**config.mk**
```make
export PLATFORM = sky130hd
export DESIGN_NAME = r5p_trap_flat
export DESIGN_NICKNAME = d
export VERILOG_FILES = /design/src/rtl/r5p_trap_if.sv /design/src/rtl/r5p_trap.sv /design/src/flat_wrapper.sv
export SDC_FILE = /design/constraint.sdc
export NUM_CORES = 1
export LEC_CHECK = 0
export ABC_CLOCK_PERIOD_IN_PS = 4030
export CAP_MARGIN = 25
export CORE_MARGIN = 5
export CORE_UTILIZATION = 31
export DETAILED_ROUTE_END_ITERATION = 16
export HOLD_SLACK_MARGIN = 0.12
export PLACE_DENSITY = 0.72
export SETUP_SLACK_MARGIN = 0.5
export SLEW_MARGIN = 10
export SYNTH_ARGS = -nofsm -noshare
export SYNTH_HDL_FRONTEND = slang
export SYNTH_SLANG_ARGS = --single-unit
export TNS_END_PERCENT = 5
```
**constraint.sdc**
```tcl
create_clock -name clk -period 4.03 [get_ports clk]
set_input_delay 1.0075 -clock clk [delete_from_list [all_inputs] [get_ports clk]]
set_output_delay 1.0075 -clock clk [all_outputs]
set_load 0.01 [all_outputs]
```
**src/rtl/r5p_trap_if.sv**
```systemverilog
// r5p_trap_if: fetch redirect handshake between the trap sequencer and fetch.
// The master (trap sequencer) offers a target address with jmp_vld; the
// slave (fetch) accepts it with jmp_rdy.
interface r5p_trap_if #(
  parameter int XLEN = 32
) ();
  logic            jmp_vld;
  logic [XLEN-1:0] jmp_adr;
  logic            jmp_rdy;

  modport master (
    output jmp_vld,
    output jmp_adr,
    input  jmp_rdy
  );

  modport slave (
    input  jmp_vld,
    input  jmp_adr,
    output jmp_rdy
  );
endinterface

```
**src/rtl/r5p_trap.sv**
```systemverilog
// r5p_trap: trap sequencer sitting in front of the R5P CSR block.
// Watches the retire boundary, picks at most one event per cycle (enabled
// interrupt, exception or MRET), strobes the trap into the CSR block, then
// redirects fetch to the trap vector (or to the EPC on MRET).
// Optional build macro: R5P_TRAP_IRQ_SYNC_EN adds a 2-flop synchronizer on
// each interrupt line; without it the lines must already be synchronous.
module r5p_trap #(
  parameter int XLEN = 32
) (
  input  logic            clk,
  input  logic            rst,
  input  logic            ret_vld,
  input  logic [XLEN-1:0] ret_pc,
  input  logic            exc_ill,
  input  logic            exc_ecall,
  input  logic            exc_ebreak,
  input  logic            exc_mret,
  input  logic            irq_ext,
  input  logic            irq_tmr,
  input  logic            irq_sft,
  input  logic            mstatus_mie,
  input  logic [XLEN-1:0] mie_i,
  input  logic [XLEN-1:0] tvec_i,
  input  logic [XLEN-1:0] epc_i,
  output logic            trap_o,
  output logic [XLEN-1:0] cause_o,
  output logic [XLEN-1:0] epc_o,
  output logic            ret_kill,
  output logic            stall_o,
  output logic            instret_o,
  r5p_trap_if.master      jmp
);

  typedef enum logic [1:0] {
    IDLE,
    TRAP,
    JUMP
  } state_t;

  state_t     state;
  logic [2:0] irq_lines;
  logic       irq_ext_p;
  logic       irq_tmr_p;
  logic       irq_sft_p;
  logic       take_irq;
  logic       take_exc;
  logic       take_mret;
  logic [3:0] sel_code;
  logic       accept_trap;
  logic       accept_mret;
  logic       unused_mie;

  // Only bits 11/7/3 of mie matter here; the rest is deliberately ignored.
  assign unused_mie = ^mie_i;

`ifdef R5P_TRAP_IRQ_SYNC_EN
  logic [2:0] irq_meta;
  logic [2:0] irq_sync;

  // Two-stage synchronizer for the asynchronous interrupt levels {ext, tmr, sft}.
  always_ff @(posedge clk or posedge rst) begin
    if (rst) begin
      irq_meta <= '0;
      irq_sync <= '0;
    end else begin
      irq_meta <= {irq_ext, irq_tmr, irq_sft};
      irq_sync <= irq_meta;
    end
  end

  assign irq_lines = irq_sync;
`else
  assign irq_lines = {irq_ext, irq_tmr, irq_sft};
`endif

  assign irq_ext_p = irq_lines[2] & mie_i[11] & mstatus_mie;
  assign irq_tmr_p = irq_lines[1] & mie_i[7]  & mstatus_mie;
  assign irq_sft_p = irq_lines[0] & mie_i[3]  & mstatus_mie;

  // Fixed-priority event selection at the retire boundary: interrupts
  // (ext, sft, tmr) beat exceptions (ill, ebreak, ecall), which beat MRET.
  always_comb begin
    take_irq  = 1'b0;
    take_exc  = 1'b0;
    take_mret = 1'b0;
    sel_code  = 4'd0;
    if (ret_vld) begin
      if (irq_ext_p) begin
        take_irq = 1'b1;
        sel_code = 4'd11;
      end else if (irq_sft_p) begin
        take_irq = 1'b1;
        sel_code = 4'd3;
      end else if (irq_tmr_p) begin
        take_irq = 1'b1;
        sel_code = 4'd7;
      end else if (exc_ill) begin
        take_exc = 1'b1;
        sel_code = 4'd2;
      end else if (exc_ebreak) begin
        take_exc = 1'b1;
        sel_code = 4'd3;
      end else if (exc_ecall) begin
        take_exc = 1'b1;
        sel_code = 4'd11;
      end else if (exc_mret) begin
        take_mret = 1'b1;
      end
    end
  end

  // Events are only accepted in IDLE; anything arriving in TRAP/JUMP is masked.
  assign accept_trap = (state == IDLE) & (take_irq | take_exc);
  assign accept_mret = (state == IDLE) & take_mret;

  // Combinational outputs are forced low during reset so they match the
  // registered outputs, which clear asynchronously.
  assign ret_kill  = ~rst & accept_trap;
  assign stall_o   = ~rst & ((state != IDLE) | accept_trap | accept_mret);
  assign instret_o = ~rst & ret_vld & ~ret_kill;

  // Trap sequencing FSM: IDLE accepts, TRAP strobes the CSR block for one
  // cycle, JUMP holds the redirect until fetch takes it.
  always_ff @(posedge clk or posedge rst) begin
    if (rst) begin
      state       <= IDLE;
      trap_o      <= 1'b0;
      cause_o     <= '0;
      epc_o       <= '0;
      jmp.jmp_vld <= 1'b0;
      jmp.jmp_adr <= '0;
    end else begin
      case (state)
        IDLE: begin
          if (accept_trap) begin
            trap_o  <= 1'b1;
            cause_o <= {take_irq, {(XLEN-5){1'b0}}, sel_code};
            epc_o   <= ret_pc;
            state   <= TRAP;
          end else if (accept_mret) begin
            jmp.jmp_vld <= 1'b1;
            jmp.jmp_adr <= epc_i;
            state       <= JUMP;
          end
        end
        TRAP: begin
          trap_o      <= 1'b0;
          jmp.jmp_vld <= 1'b1;
          jmp.jmp_adr <= tvec_i;
          state       <= JUMP;
        end
        JUMP: begin
          if (jmp.jmp_rdy) begin
            jmp.jmp_vld <= 1'b0;
            state       <= IDLE;
          end
        end
        default: begin
          state <= IDLE;
        end
      endcase
    end
  end

endmodule

```
**src/flat_wrapper.sv**
```systemverilog
// flat-port wrapper written by rule: the top's interface ports become plain ports
module r5p_trap_flat 
#(
  parameter int XLEN = 32
)
  (clk, rst, ret_vld, ret_pc, exc_ill, exc_ecall, exc_ebreak, exc_mret, irq_ext, irq_tmr, irq_sft, mstatus_mie, mie_i, tvec_i, epc_i, trap_o, cause_o, epc_o, ret_kill, stall_o, instret_o, jmp_jmp_vld, jmp_jmp_adr, jmp_jmp_rdy);
  r5p_trap_if #(.XLEN(XLEN)) jmp_i ();
  input  logic clk;
  input  logic rst;
  input  logic ret_vld;
  input  logic [XLEN-1:0] ret_pc;
  input  logic exc_ill;
  input  logic exc_ecall;
  input  logic exc_ebreak;
  input  logic exc_mret;
  input  logic irq_ext;
  input  logic irq_tmr;
  input  logic irq_sft;
  input  logic mstatus_mie;
  input  logic [XLEN-1:0] mie_i;
  input  logic [XLEN-1:0] tvec_i;
  input  logic [XLEN-1:0] epc_i;
  output logic trap_o;
  output logic [XLEN-1:0] cause_o;
  output logic [XLEN-1:0] epc_o;
  output logic ret_kill;
  output logic stall_o;
  output logic instret_o;
  output wire logic [$bits(jmp_i.jmp_vld)-1:0] jmp_jmp_vld;
  output wire logic [$bits(jmp_i.jmp_adr)-1:0] jmp_jmp_adr;
  input wire logic [$bits(jmp_i.jmp_rdy)-1:0] jmp_jmp_rdy;
  assign jmp_jmp_vld = jmp_i.jmp_vld;
  assign jmp_jmp_adr = jmp_i.jmp_adr;
  assign jmp_i.jmp_rdy = jmp_jmp_rdy;
  r5p_trap #(.XLEN(XLEN)) u_core (.clk(clk), .rst(rst), .ret_vld(ret_vld), .ret_pc(ret_pc), .exc_ill(exc_ill), .exc_ecall(exc_ecall), .exc_ebreak(exc_ebreak), .exc_mret(exc_mret), .irq_ext(irq_ext), .irq_tmr(irq_tmr), .irq_sft(irq_sft), .mstatus_mie(mstatus_mie), .mie_i(mie_i), .tvec_i(tvec_i), .epc_i(epc_i), .trap_o(trap_o), .cause_o(cause_o), .epc_o(epc_o), .ret_kill(ret_kill), .stall_o(stall_o), .instret_o(instret_o), .jmp(jmp_i));
endmodule
```
==> flow_summary.yaml <==
power_and_ir_drop:
  clkPwrFrac_pct: 18.4
  seq_power_share_pct: 33.7
  switching_share_pct: 34.4
  peakVddDrop_mv: 0.307
  p_sw_mw: 1.36
  p_leak_nw: 2.27
  pwr-share-comb_pct: 47.9
  powerDensity_mw_per_mm2: 690
  p_int_mw: 2.59
clocking:
  path_clk_slew_ps: 50
  cts_buffers: 9
  h-tree-depth: 3
  clkSinkCount: 73
  clk_latency_ps: 320
  cts.path.max_buffers: 2
  cts_hold_buf: 0
  cts_tree: "yes"
  cts_root_buf: "clkbuf_16"
synth:
  synth_seq_area_share_pct: 51.5
  yosys.area.top_type_share_pct: 51.5
  ys_seq_elements: 73
  ys.flop_type: "dfrtp_1"
  synth_top_cell_by_area: "dfrtp_1"
  synthCells: 326
  yosysWarnings: 0
  synth_edf_count: 0
  yosysMostFrequentCell: "dfrtp_1"
  avgSynthCellArea_um2: 10.9
  yosys.cell_types.count: 37
  synth.top_cells.by_count: "dfrtp_1 (73), nor3_1 (47), mux2_2 (33)"
  netlist_area_mm2: 0.00355
  ys_top_cells_by_area: "dfrtp_1 (51%), mux2_2 (10%), nor3_1 (6.6%)"
  async_reset_ff_share_pct: 100
placed_design:
  placed_cells: 636
  place.port_buffers: 184
  place_area_mm2: 0.00542
  dpl.hpwl_um: 7930
  place_congestion: 0.772
hold_path:
  hp-class: "register to register"
  min_from: "u_core.cause_o[1]$_DFFE_PP0P_"
timing:
  maxSlewHeadroom_pct: 32.0
  setup-violations-final: 0
  grt_setup_unrepaired: "true"
  finalCritPeriodShare_pct: 86.7
  hold_violations: 0
  finalCriticalPeriod_ps: 3500
  drv_slew: 0
  finClkSkew_ps: 5.30
  worst_slew_pin_slew_ps: 1020
  tns_ps: 0
  fmax_ghz: 0.286
global_route:
  grt_pass1_wl_um: 17400
  grtUsageTotal_pct: 16.1
  grt_pass1_vias: 3460
  antenna_found_initial: 0
  grt_max_degree: 74
  overflow: 0
setup_path:
  cp_data_required_time_ps: 3020
  cp-start-kind: "input port"
  critical_path_class: "input port to output port"
  critPathMaxStageDelay_ps: 430
  cp_slowest_cell: "clkdlybuf4s50_1"
  cp_max_fo: 2
  path_cells: "clkdlybuf4s50_1 > a22o_1 > buf_4 > a21o_1 > o31ai_2 > a21oi_1 > clkbuf_2"
  arrival_ps: 2490
  crit_path_end_kind: "output port"
  critPathLaunch: "irq_tmr"
  r2r_start: "u_core.state[1]$_DFFE_PP0P_"
cells_and_area:
  syn_to_final_growth_pct: 61.2
  fin_area_mm2: 0.00572
  final_util_pct: 50.5
  final_cells: 654
  diodes: 0
  n_fill_cell: 1041
  nNetsFinal: 646
  drive_gt1_share_pct: 15.3
flow_run:
  maxCapViolCount: 0
floorplan:
  rows: 39
  die_w_um: 117
  initial_utilization_pct: 31.3
  core_area_mm2: 0.0113
  chipHeight_um: 117
  pin_count: 241
  floorplan.die_area_mm2: 0.0137
routing:
  drc: 0
  wl_per_cell_um: 17.3
  via_per_inst: 5.01
  route.vias.total: 3276
  ant_nets: 0
  first_iter_violations: 204
  drt_pass1_iterations: 4
  wirelength_um: 11300
outcome:
  status: "finished, final reports clean"
==> what timing repair did <==
item | in CTS | in global routing
pin swaps | 1 | 2
gates cloned | 0 | 0
gates resized for setup | 6 | 5
setup buffers | 1 | 0
setup endpoints to repair | 3 | 3
==> cell usage in the layout (no fill, tap or decap), types with 2 or more instances in the layout <==
cell type,instances
conb_1,27
clkinv_2,3
nor2_1,3
mux2_2,33
o21ai_0,3
o311ai_0,6
clkdlybuf4s50_1,181
o22ai_1,23
o22a_1,2
or3b_2,3
or2_2,2
nor3_1,47
a22oi_1,9
clkinvlp_4,4
a211oi_1,2
nand3_1,15
buf_4,12
a21o_1,2
clkbuf_2,2
clkbuf_16,9
inv_1,6
nand2_1,3
dfrtp_1,73
nor4_1,23
==> cell type report <==
cell class / count / area (µm²) / share of cell area [%]
Tap cell: 143 / 179 / 3.13
Clock inverter: 7 / 46.3 / 0.809
Clock buffer: 9 / 225 / 3.94
Sequential cell: 73 / 1830 / 31.9
Multi-Input combinational cell: 217 / 1470 / 25.7
Inverter: 8 / 33.8 / 0.591
Timing Repair Buffer: 197 / 1940 / 33.9
==> routing by layer <==
| metal | vias up | track usage, % | wire length [µm] |
|---|---|---|---|
| met5 | - | 0 | 0 |
| met4 | 0 | 4.43 | 120 |
| met3 | 9 | 6.63 | 1290 |
| met2 | 166 | 26.1 | 5400 |
| met1 | 1573 | 19.9 | 4530 |
| li1 | 1528 | - | - |
==> worst max-delay path, delay by kind of cell <==
kind	cells	cell delay, ps
buffers and inverters	3	710
AO/OA/AOI/OAI	4	770
==> power groups by stage <==
stage	Clock [mW]	Sequential, mW	Combinational [mW]
after detailed placement	0	1.34	1.91
after floorplan	0	1.46	0.795
final	0.726	1.33	1.89
after global routing	0.788	1.38	2.06
after global placement	0	1.32	1.88
after CTS	0.756	1.33	1.92
==> stage by stage <==
step                setup slack [ps]  hold WS (ps)  power, mW
floorplan                        576           512       2.25
finish                           534           469       3.95
global placement                 151           459       3.20
CTS                              385           479       4.01
global route                     475           510       4.23
detailed placement              97.3           467       3.25
==> state kept, by name, indices dropped and copies added, names as in the netlist <==
register / flops
u_core.trap_o: 1
u_core.jmp.jmp_vld: 1
u_core.jmp.jmp_adr: 32
u_core.cause_o: 5
u_core.epc_o: 32
u_core.state: 2
==> worst paths after layout <==
| path | to | slack [ps] | depth (start not counted) |
|---|---|---|---|
| max | stall_o | 530 | 7 |
| min | u_core.cause_o[1]$_DFFE_PP0P_ | 470 | 1 |
| max reg2reg | u_core.jmp.jmp_adr[2]$_DFFE_PP0P_ | 1630 | 4 |
| min reg2reg | u_core.cause_o[1]$_DFFE_PP0P_ | 470 | 1 |
| max in group asynchronous | u_core.cause_o[1]$_DFFE_PP0P_ | 2200 | 4 |
| min in group asynchronous | u_core.jmp.jmp_adr[3]$_DFFE_PP0P_ | 1250 | 3 |
==> kinds of logic (layout without fill, tap and decap cells) <==
logic type / after synthesis / in the layout / synth area share, %
and+or+nand+nor: 101 / 101 / 15.6
other: 1 / 27 / 0.106
DFF: 73 / 73 / 51.5
AOI/OAI and AO/OA: 56 / 56 / 11.9
buffers and inverters: 62 / 221 / 10.5
muxes: 33 / 33 / 10.5
No activity file was read; power rests on OpenSTA's default activity.
